==> config.mk <==
export PLATFORM = sky130hd
export DESIGN_NAME = req_gnt_slave_fifo
export DESIGN_NICKNAME = d
export VERILOG_FILES = /design/src/rtl/req_gnt_slave_fifo.sv
export SDC_FILE = /design/constraint.sdc
export NUM_CORES = 1
export LEC_CHECK = 0
export ABC_AREA = 1
export CAP_MARGIN = 10
export CORE_MARGIN = 5
export CORE_UTILIZATION = 30
export CTS_CLUSTER_DIAMETER = 200
export DETAILED_ROUTE_END_ITERATION = 12
export SYNTH_ARGS = -nofsm -noshare
export SYNTH_HDL_FRONTEND = slang
export SYNTH_SLANG_ARGS = --single-unit
==> constraint.sdc <==
create_clock -name clk -period 3.12 [get_ports clk]
set_input_delay 0.624 -clock clk [delete_from_list [all_inputs] [get_ports clk]]
set_output_delay 0.624 -clock clk [all_outputs]
set_load 0.02 [all_outputs]
==> src/rtl/req_gnt_slave_fifo.sv <==
// Flow-controlled responder for the req/gnt/data interface with a first-word-fall-through FIFO.
// Optional statistics counters (xfer_cnt, stall_cnt) are built when RGS_STATS_EN is defined.
module req_gnt_slave_fifo #(
  parameter int DW    = 8,
  parameter int DEPTH = 4,
  localparam int AW   = $clog2(DEPTH)
) (
  input  logic          clk,
  input  logic          rst,
  input  logic          req,
  input  logic [DW-1:0] data,
  output logic          gnt,
  input  logic          rd_en,
  output logic [DW-1:0] rd_data,
  output logic          empty,
  output logic          full,
  output logic [AW:0]   count
`ifdef RGS_STATS_EN
  ,
  output logic [15:0]   xfer_cnt,
  output logic [15:0]   stall_cnt
`endif
);

  localparam logic [AW:0] DepthVal = (AW+1)'(DEPTH);

  typedef enum logic [1:0] {
    IDLE  = 2'd0,
    GRANT = 2'd1,
    STALL = 2'd2
  } state_t;

  state_t          state_q, state_d;
  logic [AW-1:0]   wr_ptr_q, wr_ptr_d;
  logic [AW-1:0]   rd_ptr_q, rd_ptr_d;
  logic [AW:0]     count_q, count_d;
  logic [DW-1:0]   mem_q [DEPTH];
  logic            wr;
  logic            pop;
  logic            room;

  assign gnt     = (state_q == GRANT);
  assign empty   = (count_q == '0);
  assign full    = (count_q == DepthVal);
  assign count   = count_q;
  assign rd_data = empty ? '0 : mem_q[rd_ptr_q];

  assign wr   = req && gnt;
  assign pop  = rd_en && !empty;

  // Grant decision looks at the post-edge occupancy, so a pop on this edge frees room at once.
  always_comb begin
    count_d  = count_q + (AW+1)'(wr) - (AW+1)'(pop);
    wr_ptr_d = wr  ? wr_ptr_q + AW'(1) : wr_ptr_q;
    rd_ptr_d = pop ? rd_ptr_q + AW'(1) : rd_ptr_q;
    room     = (count_d < DepthVal);
  end

  always_comb begin
    state_d = state_q;
    unique case (state_q)
      IDLE: begin
        if (req) state_d = room ? GRANT : STALL;
      end
      GRANT: begin
        if (!req)      state_d = IDLE;
        else if (!room) state_d = STALL;
      end
      STALL: begin
        if (!req)     state_d = IDLE;
        else if (room) state_d = GRANT;
      end
      default: state_d = IDLE;
    endcase
  end

  always_ff @(posedge clk or posedge rst) begin
    if (rst) begin
      state_q  <= IDLE;
      wr_ptr_q <= '0;
      rd_ptr_q <= '0;
      count_q  <= '0;
    end else begin
      state_q  <= state_d;
      wr_ptr_q <= wr_ptr_d;
      rd_ptr_q <= rd_ptr_d;
      count_q  <= count_d;
    end
  end

  // Storage needs no reset: the pointers and count define which entries are live.
  always_ff @(posedge clk) begin
    if (wr) mem_q[wr_ptr_q] <= data;
  end

`ifdef RGS_STATS_EN
  logic [15:0] xfer_cnt_q, stall_cnt_q;

  always_ff @(posedge clk or posedge rst) begin
    if (rst) begin
      xfer_cnt_q  <= '0;
      stall_cnt_q <= '0;
    end else begin
      if (wr && xfer_cnt_q != 16'hFFFF) xfer_cnt_q <= xfer_cnt_q + 16'd1;
      if (state_q == STALL && stall_cnt_q != 16'hFFFF) stall_cnt_q <= stall_cnt_q + 16'd1;
    end
  end

  assign xfer_cnt  = xfer_cnt_q;
  assign stall_cnt = stall_cnt_q;
`else
  // Statistics counters are not built in this configuration.
`endif

endmodule

# == Word level (Yosys, flattened, before mapping) ==
# Memories as Yosys holds them, arrays and structs flattened.
# Cells that the tools add are included.
# word_totals
regBits,9
ram_bits,32
in_bits,12
out_inout_bits,14
n_memories,1
# memory_table
memory,words,width,read_ports,rd_ports_with_merged_regs,wr,line_no,rtl
mem_q,4,8,1,0,1,37,logic [DW-1:0] mem_q [DEPTH];
# op_classes
addsub,4
magnitude_cmp,1
eq_ne,6
mux,10
n_reduce_logical,6
# op_table
op,count
$mux 2,6
$mux 8,1
$ne 3x3->1 const B,2
$pmux 2 s3,1
$add 2x1->2 const B,2
$add 3x1->3,1
$eq 3x3->1 const B,1
$logic_not 3->1,1
$lt 3x3->1 const B,1
$reduce_and 3->1,1
$sub 3x1->3,1
$eq 2x1->1 const B,1
$eq 2x2->1 const B,1
$logic_and 1x1->1,2
$logic_not 2->1,1
$mux 1,2
$ne 2x2->1 const B,1
$logic_not 1->1,1

# == Logic depth before layout (Yosys ltp) ==
# Gate-level depths: netlist (run 1).
# logic_depth
word_depth,8
depth_mapped,12
mapped_depth_nobuf,12

# == Worst setup path after synthesis (run 1) ==
# Ideal clock, no wire load.
# synth_path
path_kind,register to register
from,register state_q[1]
to,register state_q[0]
setup_ns,0.116
arrival_ns,1.863
setup_slack_ns,1.141
stages_incl_launch_ff,11
period_less_slack_ns,1.979
path_cell_list,dfrtp_1 > nor2_2 > nand2_2 > ha_1 > inv_1 > ha_1 > fa_1 > inv_1 > nand2_1 > nand2_1 > nor2_1
# synth_between
elab_chain_len,8
# synth_lines
item,line_no,rtl
"start, declared",33,"state_t state_q, state_d;"
"start signal, assigned",84,state_q <= state_d;
$eq 2x1->1 *,42,assign gnt = (state_q == GRANT);
net gnt,12,"output logic gnt,"
$logic_and 1x1->1 *,48,assign wr = req && gnt;
$add 3x1->3 *,53,count_d = count_q + (AW+1)'(wr) - (AW+1)'(pop);
$sub 3x1->3 *,53,
net count_d[2],36,"logic [AW:0] count_q, count_d;"
$lt 3x3->1 *,56,room = (count_d < DepthVal);
$mux 2 (2 in series),63,if (req) state_d = room ? GRANT : STALL;
$pmux 2 s3,61,unique case (state_q)
# The timed path passes the listed nets; every way through them passes the cells marked *. The select of a mux whose other input is x is not followed.
# A chain may end at the register's enable or synchronous reset.

# == Worst setup path after layout (run 1) ==
# layout_path
from,"register count_q[1], in the netlist count[1]"
to,output rd_data[2]
# layout_between
elab_chain_len,2
# layout_lines
item,line_no,rtl
"start, declared",36,
"start signal, assigned",87,count_q <= count_d;
$logic_not 3->1,43,assign empty = (count_q == '0);
$mux 8,46,assign rd_data = empty ? '0 : mem_q[rd_ptr_q];
"end, declared",14,"output logic [DW-1:0] rd_data,"
# Every way passes these cells.

==> impl_metrics.xml, run 1 <==
<?xml version="1.0" encoding="UTF-8"?>
<metrics>
  <group name="worst_setup_path">
    <metric name="worst-r2r-setup-slack" unit="ps">1050</metric>
    <metric name="worstSetupPathType" unit="">reg -&gt; out</metric>
    <metric name="critPathRequiredTime" unit="ps">2500</metric>
    <metric name="critical_path_peak_fanout" unit="">9</metric>
    <metric name="critical_path_arrival" unit="ps">2110</metric>
    <metric name="worstReg2RegStart" unit="">count[1]</metric>
    <metric name="critPathMaxStageDelay" unit="ps">640</metric>
    <metric name="worst_setup_path_start_kind" unit="">register</metric>
    <metric name="rr_endpoint" unit="">state_q[0]</metric>
    <metric name="timing.critical_path.cells" unit="">nor2_1 &gt; nand2_1 &gt; clkinv_1 &gt; a21oi_1 &gt; clkdlybuf4s50_1</metric>
    <metric name="end_kind" unit="">primary output</metric>
    <metric name="count_of_buffering_cells_on_the_critical_path_with_inverters_included" unit="">2</metric>
    <metric name="critPathTopFamily" unit="">buffers and inverters</metric>
    <metric name="crit_path_slowest_cell" unit="">sky130_fd_sc_hd__clkdlybuf4s50_1</metric>
    <metric name="r2r_cells" unit="">12</metric>
  </group>
  <group name="routing">
    <metric name="detailedRoute.firstIterationViolations" unit="">75</metric>
    <metric name="drt-total-wl" unit="um">3670</metric>
    <metric name="num_vias" unit="">1240</metric>
    <metric name="via_per_inst" unit="">4.19</metric>
    <metric name="drc" unit="">0</metric>
    <metric name="drtPass1Iterations" unit="">4</metric>
    <metric name="routedWlPerCell" unit="um">12.4</metric>
    <metric name="antenna_nets_post_route" unit="">0</metric>
  </group>
  <group name="clock_network">
    <metric name="worst_setup_hold_path_clk_slew" unit="ps">70</metric>
    <metric name="cts_setup_buffers" unit="">0</metric>
    <metric name="clock_tree_from_tritoncts" unit="">done</metric>
    <metric name="clockRootBuffer" unit="">sky130_fd_sc_hd__clkbuf_8</metric>
    <metric name="clock_latency_late_sink" unit="ps">290</metric>
    <metric name="tritoncts_num_sinks" unit="">41</metric>
    <metric name="tritoncts.num_buffers" unit="">5</metric>
    <metric name="ctsLongestPathBuffers" unit="">2</metric>
    <metric name="htree_levels" unit="">2</metric>
    <metric name="ctsHoldBuffers" unit="">0</metric>
    <metric name="cts.repair.resized" unit="">0</metric>
  </group>
  <group name="sta">
    <metric name="finalWorstPathRequiredPeriod" unit="ps">2730</metric>
    <metric name="fmax_achieved" unit="MHz">366</metric>
    <metric name="slew_limit_headroom" unit="%">75.2</metric>
    <metric name="transition_at_the_pin_with_the_smallest_max_transition_slack" unit="ps">370</metric>
    <metric name="hold_viol_final" unit="">0</metric>
    <metric name="grt_setup_unrepaired" unit="">no</metric>
    <metric name="setup_viol" unit="">0</metric>
    <metric name="tns" unit="ps">0</metric>
    <metric name="slew_violations" unit="">0</metric>
    <metric name="post-route-worst-setup-slack" unit="ps">388</metric>
    <metric name="finClkSkew" unit="ps">5.76</metric>
    <metric name="final.period_utilization" unit="%">87.6</metric>
  </group>
  <group name="yosys">
    <metric name="ys_ff_latch" unit="">41</metric>
    <metric name="dominantRegCellSynth" unit="">sky130_fd_sc_hd__edfxtp_1</metric>
    <metric name="unique_cell_type_count_in_the_yosys_netlist" unit="">22</metric>
    <metric name="synthArstFlopShare" unit="%">22.0</metric>
    <metric name="yosysSeqAreaShare" unit="%">62.9</metric>
    <metric name="syn_inst" unit="">186</metric>
    <metric name="number_of_flops_mapped_to_enable_cells_by_yosys" unit="">32</metric>
    <metric name="avgSynthCellArea" unit="um2">10.1</metric>
    <metric name="syn-cell-area" unit="um2">1880</metric>
    <metric name="synthesis.yosys.warnings" unit="">0</metric>
    <metric name="synthesized_nets" unit="">205</metric>
  </group>
  <group name="layout">
    <metric name="final_nets" unit="">239</metric>
    <metric name="instances_no_fill" unit="">296</metric>
    <metric name="footprint_of_the_flip_flops_and_latches" unit="um2">1190</metric>
    <metric name="area_growth_from_synthesis_to_layout" unit="%">23.0</metric>
    <metric name="layout_cell_share_with_drive_strength_beyond_1" unit="%">7.69</metric>
    <metric name="multi_input_comb_area" unit="um2">477</metric>
    <metric name="insertedDiodeCount" unit="">0</metric>
    <metric name="filler_cell_count" unit="">615</metric>
  </group>
  <group name="global_routing">
    <metric name="grt_remaining_overflow" unit="">0</metric>
    <metric name="grt_antenna_before_repair" unit="">0</metric>
    <metric name="grt_use_met1" unit="%">12.5</metric>
    <metric name="use_met3" unit="%">3.59</metric>
    <metric name="grt_start_max_net_pins" unit="">19</metric>
    <metric name="grt_pass1_wl" unit="um">6020</metric>
    <metric name="first_global_vias" unit="">1247</metric>
    <metric name="grt_use_met2" unit="%">17.7</metric>
    <metric name="globalRoute.busiestLayer" unit="">met2</metric>
    <metric name="track_usage" unit="%">10.7</metric>
  </group>
  <group name="floorplan">
    <metric name="row_count" unit="">28</metric>
    <metric name="floorplan.initialDensity" unit="%">31.3</metric>
    <metric name="die-height" unit="um">89.3</metric>
    <metric name="die-area" unit="um2">7970</metric>
    <metric name="floorplan.core_area" unit="um2">6030</metric>
    <metric name="io-pin-count" unit="">26</metric>
    <metric name="die_width" unit="um">89.3</metric>
  </group>
  <group name="place">
    <metric name="post-dp-hpwl" unit="um">2560</metric>
    <metric name="post-place-cells" unit="">288</metric>
    <metric name="finalWeightedCongestion" unit="">0.752</metric>
    <metric name="port_buffers" unit="">25</metric>
    <metric name="place_ws" unit="ps">579</metric>
  </group>
  <group name="pwr">
    <metric name="pwr_density_cell" unit="nW/um2">883</metric>
    <metric name="fin_total_pwr" unit="mW">2.05</metric>
    <metric name="max-vdd-ir-drop" unit="uV">352</metric>
    <metric name="power.leakage" unit="nW">1.04</metric>
  </group>
  <group name="job">
    <metric name="cap_violations" unit="">0</metric>
  </group>
  <group name="worst_hold_path">
    <metric name="hold-path-cell-count" unit="">3</metric>
    <metric name="worstHoldStart" unit="">state_q[0]</metric>
    <metric name="min_path_type" unit="">reg -&gt; reg</metric>
    <metric name="worst_hold_path.endpoint" unit="">state_q[1]</metric>
  </group>
  <group name="status">
    <metric name="outcome" unit="">finished clean</metric>
  </group>
</metrics>
registers in the layout, summed over array words and instances, names as in the netlist:
register / cells
count: 3
state_q: 2
mem_q: 32
rd_ptr_q: 2
wr_ptr_q: 2
area by class of cell:
class / instances / share of cell area (%)
Clock buffer: 8 / 3.45
Tap cell: 75 / 4.05
Sequential cell: 41 / 51.2
Inverter: 49 / 8.04
Multi-Input combinational cell: 92 / 20.6
Timing Repair Buffer: 31 / 12.7
cell families (layout without fill, tap and decap cells):
logic type / after synthesis / count (layout) / synth area share [%]
buffers and inverters: 53 / 88 / 11.8
XOR/XNOR: 2 / 2 / 0.930
adder cells (fa/ha/maj): 7 / 7 / 5.05
flip-flops: 41 / 41 / 62.9
AO/OA/AOI/OAI: 11 / 11 / 3.12
AND/OR/NAND/NOR: 72 / 72 / 16.2
cell usage after synthesis, types with 2 or more instances:
cell / instances / area (um2)
sky130_fd_sc_hd__ha_1: 6 / 75.1
sky130_fd_sc_hd__nand3_1: 16 / 80.1
sky130_fd_sc_hd__inv_1: 47 / 176
sky130_fd_sc_hd__nor2_1: 7 / 26.3
sky130_fd_sc_hd__edfxtp_1: 32 / 961
sky130_fd_sc_hd__nand2_2: 2 / 12.5
sky130_fd_sc_hd__nand2_1: 44 / 165
sky130_fd_sc_hd__a21oi_1: 9 / 45.0
sky130_fd_sc_hd__buf_6: 2 / 22.5
sky130_fd_sc_hd__dfrtp_1: 9 / 225
how the worst max path moves through the flow:
stage / start / endpoint / slack (ps) / depth (start not counted)
after global routing: count[1] / rd_data[2] / 240 / 5
after detailed placement: req / state_q[0] / 580 / 10
after global placement: req / state_q[0] / 640 / 10
final: count[1] / rd_data[2] / 390 / 5
after CTS: count[1] / rd_data[0] / 390 / 5
after floorplan: state_q[1] / state_q[0] / 1140 / 10
layer usage:
metal,share of wire (%),vias to the layer above
met4,1.9,0
met3,4.4,6
li1,-,640
met2,50,21
met1,44,573
met5,0,-
worst register-to-register path, delay by kind of cell (launching register included):
family	cells	cell delay, ps
and+or+nand+nor	6	510
DFF	1	430
adders and majority gates	3	840
buffers and inverters	3	190
cell usage in the layout, fill, tap and decap left out, drive strengths merged:
cell type      count
nand3             17
o21ai              1
dfrtp              9
clkbuf             8
xnor2              1
a21oi             10
nor3               1
ha                 6
edfxtp            32
xor2               1
fa                 1
nor2               8
buf                6
clkdlybuf4s50     25
nand2             46
clkinv             1
inv               48
through the flow:
step | instance area, um2 | util [%] | hold slack (ps)
final | 2320 | 38.5 | 540
after global routing | 2320 | 38.5 | 612
after CTS | 2320 | 38.5 | 545
after detailed placement | 2240 | 37.1 | 537
after global placement | 2240 | 37.1 | 539
after floorplan | 1880 | - | 452
where the power goes:
group / switching, mW / internal, mW / total [mW]
Clock: 0.167 / 0.159 / 0.326
Combinational: 0.583 / 0.404 / 0.987
Sequential: 0.0521 / 0.682 / 0.734
(Power assumes the default switching activity.)
==> run 2, diff against run 1 <==
--- a/config.mk
+++ b/config.mk
@@ -8,9 +8,12 @@
 export ABC_AREA = 1
 export CAP_MARGIN = 10
 export CORE_MARGIN = 5
-export CORE_UTILIZATION = 30
+export CORE_UTILIZATION = 62
 export CTS_CLUSTER_DIAMETER = 200
 export DETAILED_ROUTE_END_ITERATION = 12
+export DONT_BUFFER_PORTS = 1
+export PLACE_DENSITY = 0.78
+export REMOVE_ABC_BUFFERS = 1
 export SYNTH_ARGS = -nofsm -noshare
 export SYNTH_HDL_FRONTEND = slang
 export SYNTH_SLANG_ARGS = --single-unit
==> run 2 against run 1 <==
  * Count of clock-buffer cells in the layout shrank 2
  * Non-clock buffer count shrank 31
  * Power shrank 13%
  * Register-to-register slack lost 110 ps
  * First-iteration DRC count shrank 40%
  * Sequential share of layout area grew 9.1 points
  * Hold slack lost 410 ps
  * Worst setup slack gained 120 ps
  * Critical endpoint unchanged
  * Largest cell class unchanged
  * Largest power group is now sequential cells
==> impl_metrics.xml, run 2 (synthesis gave the netlist of run 1 again) <==
<?xml version="1.0" encoding="UTF-8"?>
<metrics>
  <group name="status">
    <metric name="outcome" unit="">finished clean</metric>
  </group>
  <group name="sta">
    <metric name="transition_at_the_pin_with_the_smallest_max_transition_slack" unit="ps">834</metric>
    <metric name="final.period_utilization" unit="%">83.8</metric>
    <metric name="hold_viol_final" unit="">0</metric>
    <metric name="slew_limit_headroom" unit="%">44.2</metric>
    <metric name="fmax_achieved" unit="MHz">383</metric>
    <metric name="holdWs" unit="ps">126</metric>
    <metric name="finalWorstPathRequiredPeriod" unit="ps">2610</metric>
    <metric name="grt_setup_unrepaired" unit="">no</metric>
    <metric name="post-route-worst-setup-slack" unit="ps">506</metric>
    <metric name="finClkSkew" unit="ps">10.6</metric>
    <metric name="setup_viol" unit="">0</metric>
    <metric name="tns" unit="ps">0</metric>
    <metric name="slew_violations" unit="">0</metric>
  </group>
  <group name="place">
    <metric name="post-place-cells" unit="">215</metric>
    <metric name="post-dp-hpwl" unit="um">2270</metric>
    <metric name="port_buffers" unit="">0</metric>
    <metric name="place_ws" unit="ps">861</metric>
    <metric name="finalWeightedCongestion" unit="">0.746</metric>
  </group>
  <group name="worst_setup_path">
    <metric name="worstSetupPathType" unit="">reg -&gt; out</metric>
    <metric name="r2r_cells" unit="">9</metric>
    <metric name="worst-r2r-setup-slack" unit="ps">940</metric>
    <metric name="end_kind" unit="">primary output</metric>
    <metric name="critPathRequiredTime" unit="ps">2500</metric>
    <metric name="worst_setup_path_start_kind" unit="">register</metric>
    <metric name="critPathMaxStageDelay" unit="ps">560</metric>
    <metric name="timing.critical_path.cells" unit="">nor2_1 &gt; nand2_1 &gt; clkinv_1 &gt; a21oi_1</metric>
    <metric name="rr_endpoint" unit="">state_q[0]</metric>
    <metric name="crit_path_slowest_cell" unit="">sky130_fd_sc_hd__a21oi_1</metric>
    <metric name="worstReg2RegStart" unit="">state_q[1]</metric>
    <metric name="critical_path_peak_fanout" unit="">9</metric>
    <metric name="critical_path_arrival" unit="ps">1990</metric>
  </group>
  <group name="global_routing">
    <metric name="first_global_vias" unit="">1182</metric>
    <metric name="grt_start_max_net_pins" unit="">20</metric>
    <metric name="grt_pass1_wl" unit="um">5640</metric>
    <metric name="track_usage" unit="%">18.4</metric>
    <metric name="grt_antenna_before_repair" unit="">0</metric>
    <metric name="grt_remaining_overflow" unit="">0</metric>
  </group>
  <group name="routing">
    <metric name="num_vias" unit="">1133</metric>
    <metric name="via_per_inst" unit="">5.08</metric>
    <metric name="drc" unit="">0</metric>
    <metric name="detailedRoute.firstIterationViolations" unit="">45</metric>
    <metric name="drt-total-wl" unit="um">3280</metric>
    <metric name="routedWlPerCell" unit="um">14.7</metric>
    <metric name="drtPass1Iterations" unit="">4</metric>
    <metric name="antenna_nets_post_route" unit="">0</metric>
  </group>
  <group name="clock_network">
    <metric name="clock_tree_from_tritoncts" unit="">done</metric>
    <metric name="clock_latency_late_sink" unit="ps">340</metric>
    <metric name="ctsLongestPathBuffers" unit="">2</metric>
    <metric name="htree_levels" unit="">2</metric>
    <metric name="worst_setup_hold_path_clk_slew" unit="ps">110</metric>
    <metric name="clockRootBuffer" unit="">sky130_fd_sc_hd__clkbuf_4</metric>
    <metric name="tritoncts.num_buffers" unit="">5</metric>
    <metric name="cts_setup_buffers" unit="">0</metric>
    <metric name="tritoncts_num_sinks" unit="">41</metric>
    <metric name="cts.repair.resized" unit="">0</metric>
    <metric name="ctsHoldBuffers" unit="">0</metric>
  </group>
  <group name="pwr">
    <metric name="cellInternalPower" unit="mW">1.03</metric>
    <metric name="p_switching" unit="uW">746</metric>
    <metric name="p_clk_share" unit="%">18.3</metric>
    <metric name="power.share.combinational" unit="%">35.8</metric>
    <metric name="max-vdd-ir-drop" unit="uV">528</metric>
    <metric name="share_seq_of_total_power" unit="%">45.9</metric>
    <metric name="power.leakage" unit="nW">0.919</metric>
    <metric name="pwr_density_cell" unit="nW/um2">902</metric>
    <metric name="power.share.switching" unit="%">42.0</metric>
  </group>
  <group name="floorplan">
    <metric name="floorplan.initialDensity" unit="%">63.3</metric>
    <metric name="die-area" unit="um2">4240</metric>
    <metric name="die-height" unit="um">65.1</metric>
    <metric name="row_count" unit="">20</metric>
    <metric name="die_width" unit="um">65.1</metric>
    <metric name="floorplan.core_area" unit="um2">2980</metric>
    <metric name="io-pin-count" unit="">26</metric>
  </group>
  <group name="job">
    <metric name="cap_violations" unit="">0</metric>
  </group>
  <group name="layout">
    <metric name="footprint_of_the_flip_flops_and_latches" unit="um2">1190</metric>
    <metric name="multi_input_comb_area" unit="um2">477</metric>
    <metric name="layout_cell_share_with_drive_strength_beyond_1" unit="%">6.84</metric>
    <metric name="insertedDiodeCount" unit="">0</metric>
    <metric name="filler_cell_count" unit="">244</metric>
    <metric name="mostFrequentLayoutCells" unit="">sky130_fd_sc_hd__inv_1, sky130_fd_sc_hd__nand2_1, sky130_fd_sc_hd__edfxtp_1</metric>
    <metric name="instances_no_fill" unit="">223</metric>
    <metric name="final_nets" unit="">208</metric>
    <metric name="area_growth_from_synthesis_to_layout" unit="%">4.38</metric>
    <metric name="largest_register_ffs" unit="">32</metric>
    <metric name="registers.top_by_ff_count" unit="">mem_q</metric>
    <metric name="fin_util" unit="%">66.1</metric>
    <metric name="final_common_cell" unit="">sky130_fd_sc_hd__inv_1</metric>
  </group>
  <group name="worst_hold_path">
    <metric name="min_path_type" unit="">in -&gt; async</metric>
  </group>
</metrics>
## run 2: changes by cell type in the layout (fill, tap and decap cells not counted), sizes merged
| cell | change |
|---|---|
| clkdlybuf4s50 | -25 |
| buf | -6 |
| clkbuf | -2 |
| bufinv | +1 |
| clkinv | +1 |
## run 2: worst max-delay path, delay by kind of cell, from the launching register on
family,cells,cell delay [ps]
buffers and inverters,1,400
DFF,1,520
AOI/OAI and AO/OA,1,560
and+or+nand+nor,2,180
## run 2: worst max path at each step
| stage | from | end | slack [ps] | cells after the start |
|---|---|---|---|---|
| after floorplan | state_q[1] | state_q[0] | 1140 | 10 |
| after global placement | count[1] | rd_data[5] | 870 | 4 |
| after detailed placement | count[1] | rd_data[0] | 860 | 4 |
| after CTS | count[1] | rd_data[0] | 470 | 4 |
| after global routing | count[1] | rd_data[0] | 310 | 4 |
| final | count[1] | rd_data[2] | 510 | 4 |
## run 2: power groups by stage
stage	Clock, mW	Combinational (mW)	Sequential, mW
CTS	0.336	0.645	0.816
floorplan	0	0.522	0.796
global route	0.368	0.726	0.832
finish	0.325	0.635	0.815
global placement	0	0.602	0.820
detailed placement	0	0.639	0.829
## run 2: through the flow
| stage | cell area [um2] | power, mW |
|---|---|---|
| 2_1_floorplan | 1850 | 1.32 |
| 3_3_place_gp | 1890 | 1.42 |
| 3_5_place_dp | 1890 | 1.47 |
| 4_1_cts | 1970 | 1.80 |
| 5_1_grt | 1970 | 1.93 |
| 6_report | 1970 | 1.77 |
## run 2: layout make-up
cell class	count	share of cell area, %
Sequential cell	41	60.3
Multi-Input combinational cell	92	24.2
Inverter	49	9.48
Clock buffer	6	2.10
Tap cell	33	2.10
Clock inverter	2	1.78
## run 2: routing by layer
| layer | track usage [%] | up-vias | routed length (um) |
|---|---|---|---|
| met3 | 7.52 | 6 | 252 |
| li1 | - | 582 | - |
| met5 | 0 | - | 0 |
| met2 | 29.6 | 31 | 1600 |
| met4 | 5.44 | 0 | 49 |
| met1 | 22.9 | 514 | 1380 |
==> run 3, diff against run 2 <==
--- a/config.mk
+++ b/config.mk
@@ -8,11 +8,11 @@
 export ABC_AREA = 1
 export CAP_MARGIN = 10
 export CORE_MARGIN = 5
-export CORE_UTILIZATION = 62
+export CORE_UTILIZATION = 61
 export CTS_CLUSTER_DIAMETER = 200
 export DETAILED_ROUTE_END_ITERATION = 12
 export DONT_BUFFER_PORTS = 1
-export PLACE_DENSITY = 0.78
+export PLACE_DENSITY = 0.77
 export REMOVE_ABC_BUFFERS = 1
 export SYNTH_ARGS = -nofsm -noshare
 export SYNTH_HDL_FRONTEND = slang
==> constraint.sdc (replaced) <==
create_clock -name clk -period 2.6 [get_ports clk]
set_input_delay 0.52 -clock clk [delete_from_list [all_inputs] [get_ports clk]]
set_output_delay 0.52 -clock clk [all_outputs]
set_load 0.02 [all_outputs]
==> run 3 against run 2 <==
  * Flip-flop and latch count stayed put
  * Die area up 1.4%
  * Via count rose by 3.2%
  * Critical endpoint is now rd_data[0]
  * Register-to-register slack got worse by 530 ps
  * First-iteration DRC count decreased by 44%
  * Critical path depth stayed put
  * Worst setup slack worse by 310 ps
  * Core utilization increased by 0.49 points
  * Non-clock buffer count rose by 7
  * Cell area rose by 1.6%
  * Clock skew fell by 7.7 ps
  * Highest routed layer unchanged
==> impl_metrics.xml, run 3 (synthesis gave the netlist of run 1 again) <==
<?xml version="1.0" encoding="UTF-8"?>
<metrics>
  <group name="status">
    <metric name="outcome" unit="">finished clean</metric>
  </group>
  <group name="worst_setup_path">
    <metric name="critPathRequiredTime" unit="ps">2080</metric>
    <metric name="worst_setup_path_start_kind" unit="">register</metric>
    <metric name="critical_path_peak_fanout" unit="">9</metric>
    <metric name="end_kind" unit="">primary output</metric>
    <metric name="worstSetupPathType" unit="">reg -&gt; out</metric>
    <metric name="critical_path_arrival" unit="ps">1880</metric>
  </group>
  <group name="clock_network">
    <metric name="clock_tree_from_tritoncts" unit="">done</metric>
    <metric name="tritoncts_num_sinks" unit="">41</metric>
    <metric name="clockRootBuffer" unit="">sky130_fd_sc_hd__clkbuf_4</metric>
    <metric name="worst_setup_hold_path_clk_slew" unit="ps">110</metric>
    <metric name="cts_setup_buffers" unit="">0</metric>
    <metric name="clock_latency_late_sink" unit="ps">340</metric>
    <metric name="tritoncts.num_buffers" unit="">5</metric>
    <metric name="ctsLongestPathBuffers" unit="">2</metric>
    <metric name="htree_levels" unit="">2</metric>
  </group>
  <group name="layout">
    <metric name="area_growth_from_synthesis_to_layout" unit="%">6.04</metric>
    <metric name="layout_cell_share_with_drive_strength_beyond_1" unit="%">10.7</metric>
    <metric name="insertedDiodeCount" unit="">0</metric>
    <metric name="registers.top_by_ff_count" unit="">mem_q</metric>
    <metric name="largest_register_ffs" unit="">32</metric>
    <metric name="final_design_area_excluding_fillers" unit="um2">2000</metric>
    <metric name="filler_cell_count" unit="">263</metric>
    <metric name="final_common_cell" unit="">sky130_fd_sc_hd__inv_1</metric>
    <metric name="final_nets" unit="">215</metric>
    <metric name="mostFrequentLayoutCells" unit="">sky130_fd_sc_hd__inv_1, sky130_fd_sc_hd__nand2_1, sky130_fd_sc_hd__edfxtp_1</metric>
  </group>
  <group name="global_routing">
    <metric name="globalRoute.busiestLayer" unit="">met2</metric>
    <metric name="grt_use_met2" unit="%">30.8</metric>
    <metric name="use_met3" unit="%">6.50</metric>
    <metric name="grt_antenna_before_repair" unit="">0</metric>
    <metric name="grt_remaining_overflow" unit="">0</metric>
    <metric name="first_global_vias" unit="">1288</metric>
    <metric name="grt_use_met1" unit="%">19.8</metric>
    <metric name="grt_start_max_net_pins" unit="">19</metric>
    <metric name="track_usage" unit="%">17.5</metric>
    <metric name="grt_pass1_wl" unit="um">5590</metric>
  </group>
  <group name="sta">
    <metric name="tns" unit="ps">0</metric>
    <metric name="transition_at_the_pin_with_the_smallest_max_transition_slack" unit="ps">653</metric>
    <metric name="grt_setup_unrepaired" unit="">no</metric>
    <metric name="hold_viol_final" unit="">0</metric>
    <metric name="slew_violations" unit="">0</metric>
    <metric name="finalWorstPathRequiredPeriod" unit="ps">2400</metric>
    <metric name="slew_limit_headroom" unit="%">56.1</metric>
    <metric name="fmax_achieved" unit="MHz">416</metric>
    <metric name="final.period_utilization" unit="%">92.5</metric>
    <metric name="finClkSkew" unit="ps">2.98</metric>
    <metric name="setup_viol" unit="">0</metric>
  </group>
  <group name="routing">
    <metric name="detailedRoute.firstIterationViolations" unit="">25</metric>
    <metric name="drt-total-wl" unit="um">3280</metric>
    <metric name="drtPass1Iterations" unit="">4</metric>
    <metric name="num_vias" unit="">1169</metric>
    <metric name="routedWlPerCell" unit="um">14.3</metric>
    <metric name="via_per_inst" unit="">5.08</metric>
    <metric name="antenna_nets_post_route" unit="">0</metric>
    <metric name="drc" unit="">0</metric>
  </group>
  <group name="floorplan">
    <metric name="die-area" unit="um2">4300</metric>
    <metric name="row_count" unit="">20</metric>
    <metric name="io-pin-count" unit="">26</metric>
    <metric name="floorplan.core_area" unit="um2">3000</metric>
    <metric name="floorplan.initialDensity" unit="%">62.7</metric>
    <metric name="die_width" unit="um">65.6</metric>
    <metric name="die-height" unit="um">65.6</metric>
  </group>
  <group name="pwr">
    <metric name="pwr_density_cell" unit="nW/um2">1050</metric>
    <metric name="max-vdd-ir-drop" unit="uV">620</metric>
    <metric name="power.leakage" unit="nW">0.943</metric>
  </group>
  <group name="place">
    <metric name="finalWeightedCongestion" unit="">0.744</metric>
    <metric name="dpl_cell_area" unit="um2">1940</metric>
    <metric name="port_buffers" unit="">0</metric>
    <metric name="post-dp-hpwl" unit="um">2330</metric>
  </group>
  <group name="worst_hold_path">
    <metric name="min_path_type" unit="">in -&gt; async</metric>
  </group>
  <group name="job">
    <metric name="cap_violations" unit="">0</metric>
  </group>
</metrics>
run 3: cell types whose count changed in the layout (fill, tap and decap cells not counted), sizes merged:
cell and delta:
buf +7, bufinv -1, clkinvlp +1
run 3: per-stage QoR:
step	worst slack (ps)	util [%]	instances	total power [mW]	hold slack (ps)
floorplan	621	-	182	1.58	348
finish	195	66.5	230	2.09	8.50
global placement	467	64.7	222	1.76	380
CTS	32.3	66.4	230	2.11	0.867
global route	62.7	66.5	230	2.25	6.76
detailed placement	442	64.7	222	1.82	395
run 3: metal layers:
layer,share of wire [%],up-vias
li1,-,591
met1,43,553
met2,51,21
met3,5.2,4
met4,0.98,0
met5,0,-
run 3: critical path, cell delays in order (launching register included):
cell and delay [ps]:
sky130_fd_sc_hd__dfrtp_1 540, sky130_fd_sc_hd__nor2_1 90, sky130_fd_sc_hd__nand2_1 120, sky130_fd_sc_hd__clkinvlp_4 280, sky130_fd_sc_hd__a21oi_1 500
run 3: where the power goes:
group / switching (mW) / internal, mW / total, mW
registers: 0.127 / 0.817 / 0.944
logic: 0.594 / 0.261 / 0.855
clock network: 0.191 / 0.103 / 0.294
total: 0.911 / 1.18 / 2.09
run 3: worst paths after layout:
| kind | start | end | slack (ps) | depth (start not counted) |
|---|---|---|---|---|
| max reg2reg | count[1] | state_q[0] | 410 | 12 |
| min reg2reg | state_q[0] | state_q[1] | 560 | 3 |
| max in group asynchronous | rst | rd_ptr_q[1] | 2340 | 1 |
| max | count[1] | rd_data[0] | 200 | 4 |
| min | rst | count[2] | 8 | 1 |
| min in group clk | data[0] | mem_q[1][0] | 260 | 0 |
run 3: layout make-up:
class / instances / area, um2 / area share (%)
sequential: 41 / 1190 / 59.4
multi-input combinational: 92 / 477 / 23.9
inverter: 49 / 190 / 9.52
timing repair buffer: 7 / 52.6 / 2.63
clock buffer: 6 / 41.3 / 2.07
tap: 33 / 41.3 / 2.07
clock inverter: 2 / 10.0 / 0.501
run 3: timing repair:
| item | CTS | global route |
|---|---|---|
| endpoints found under the setup margin | 0 | 6 |
| hold buffers | 0 | 0 |
| gates resized for setup | 0 | 1 |
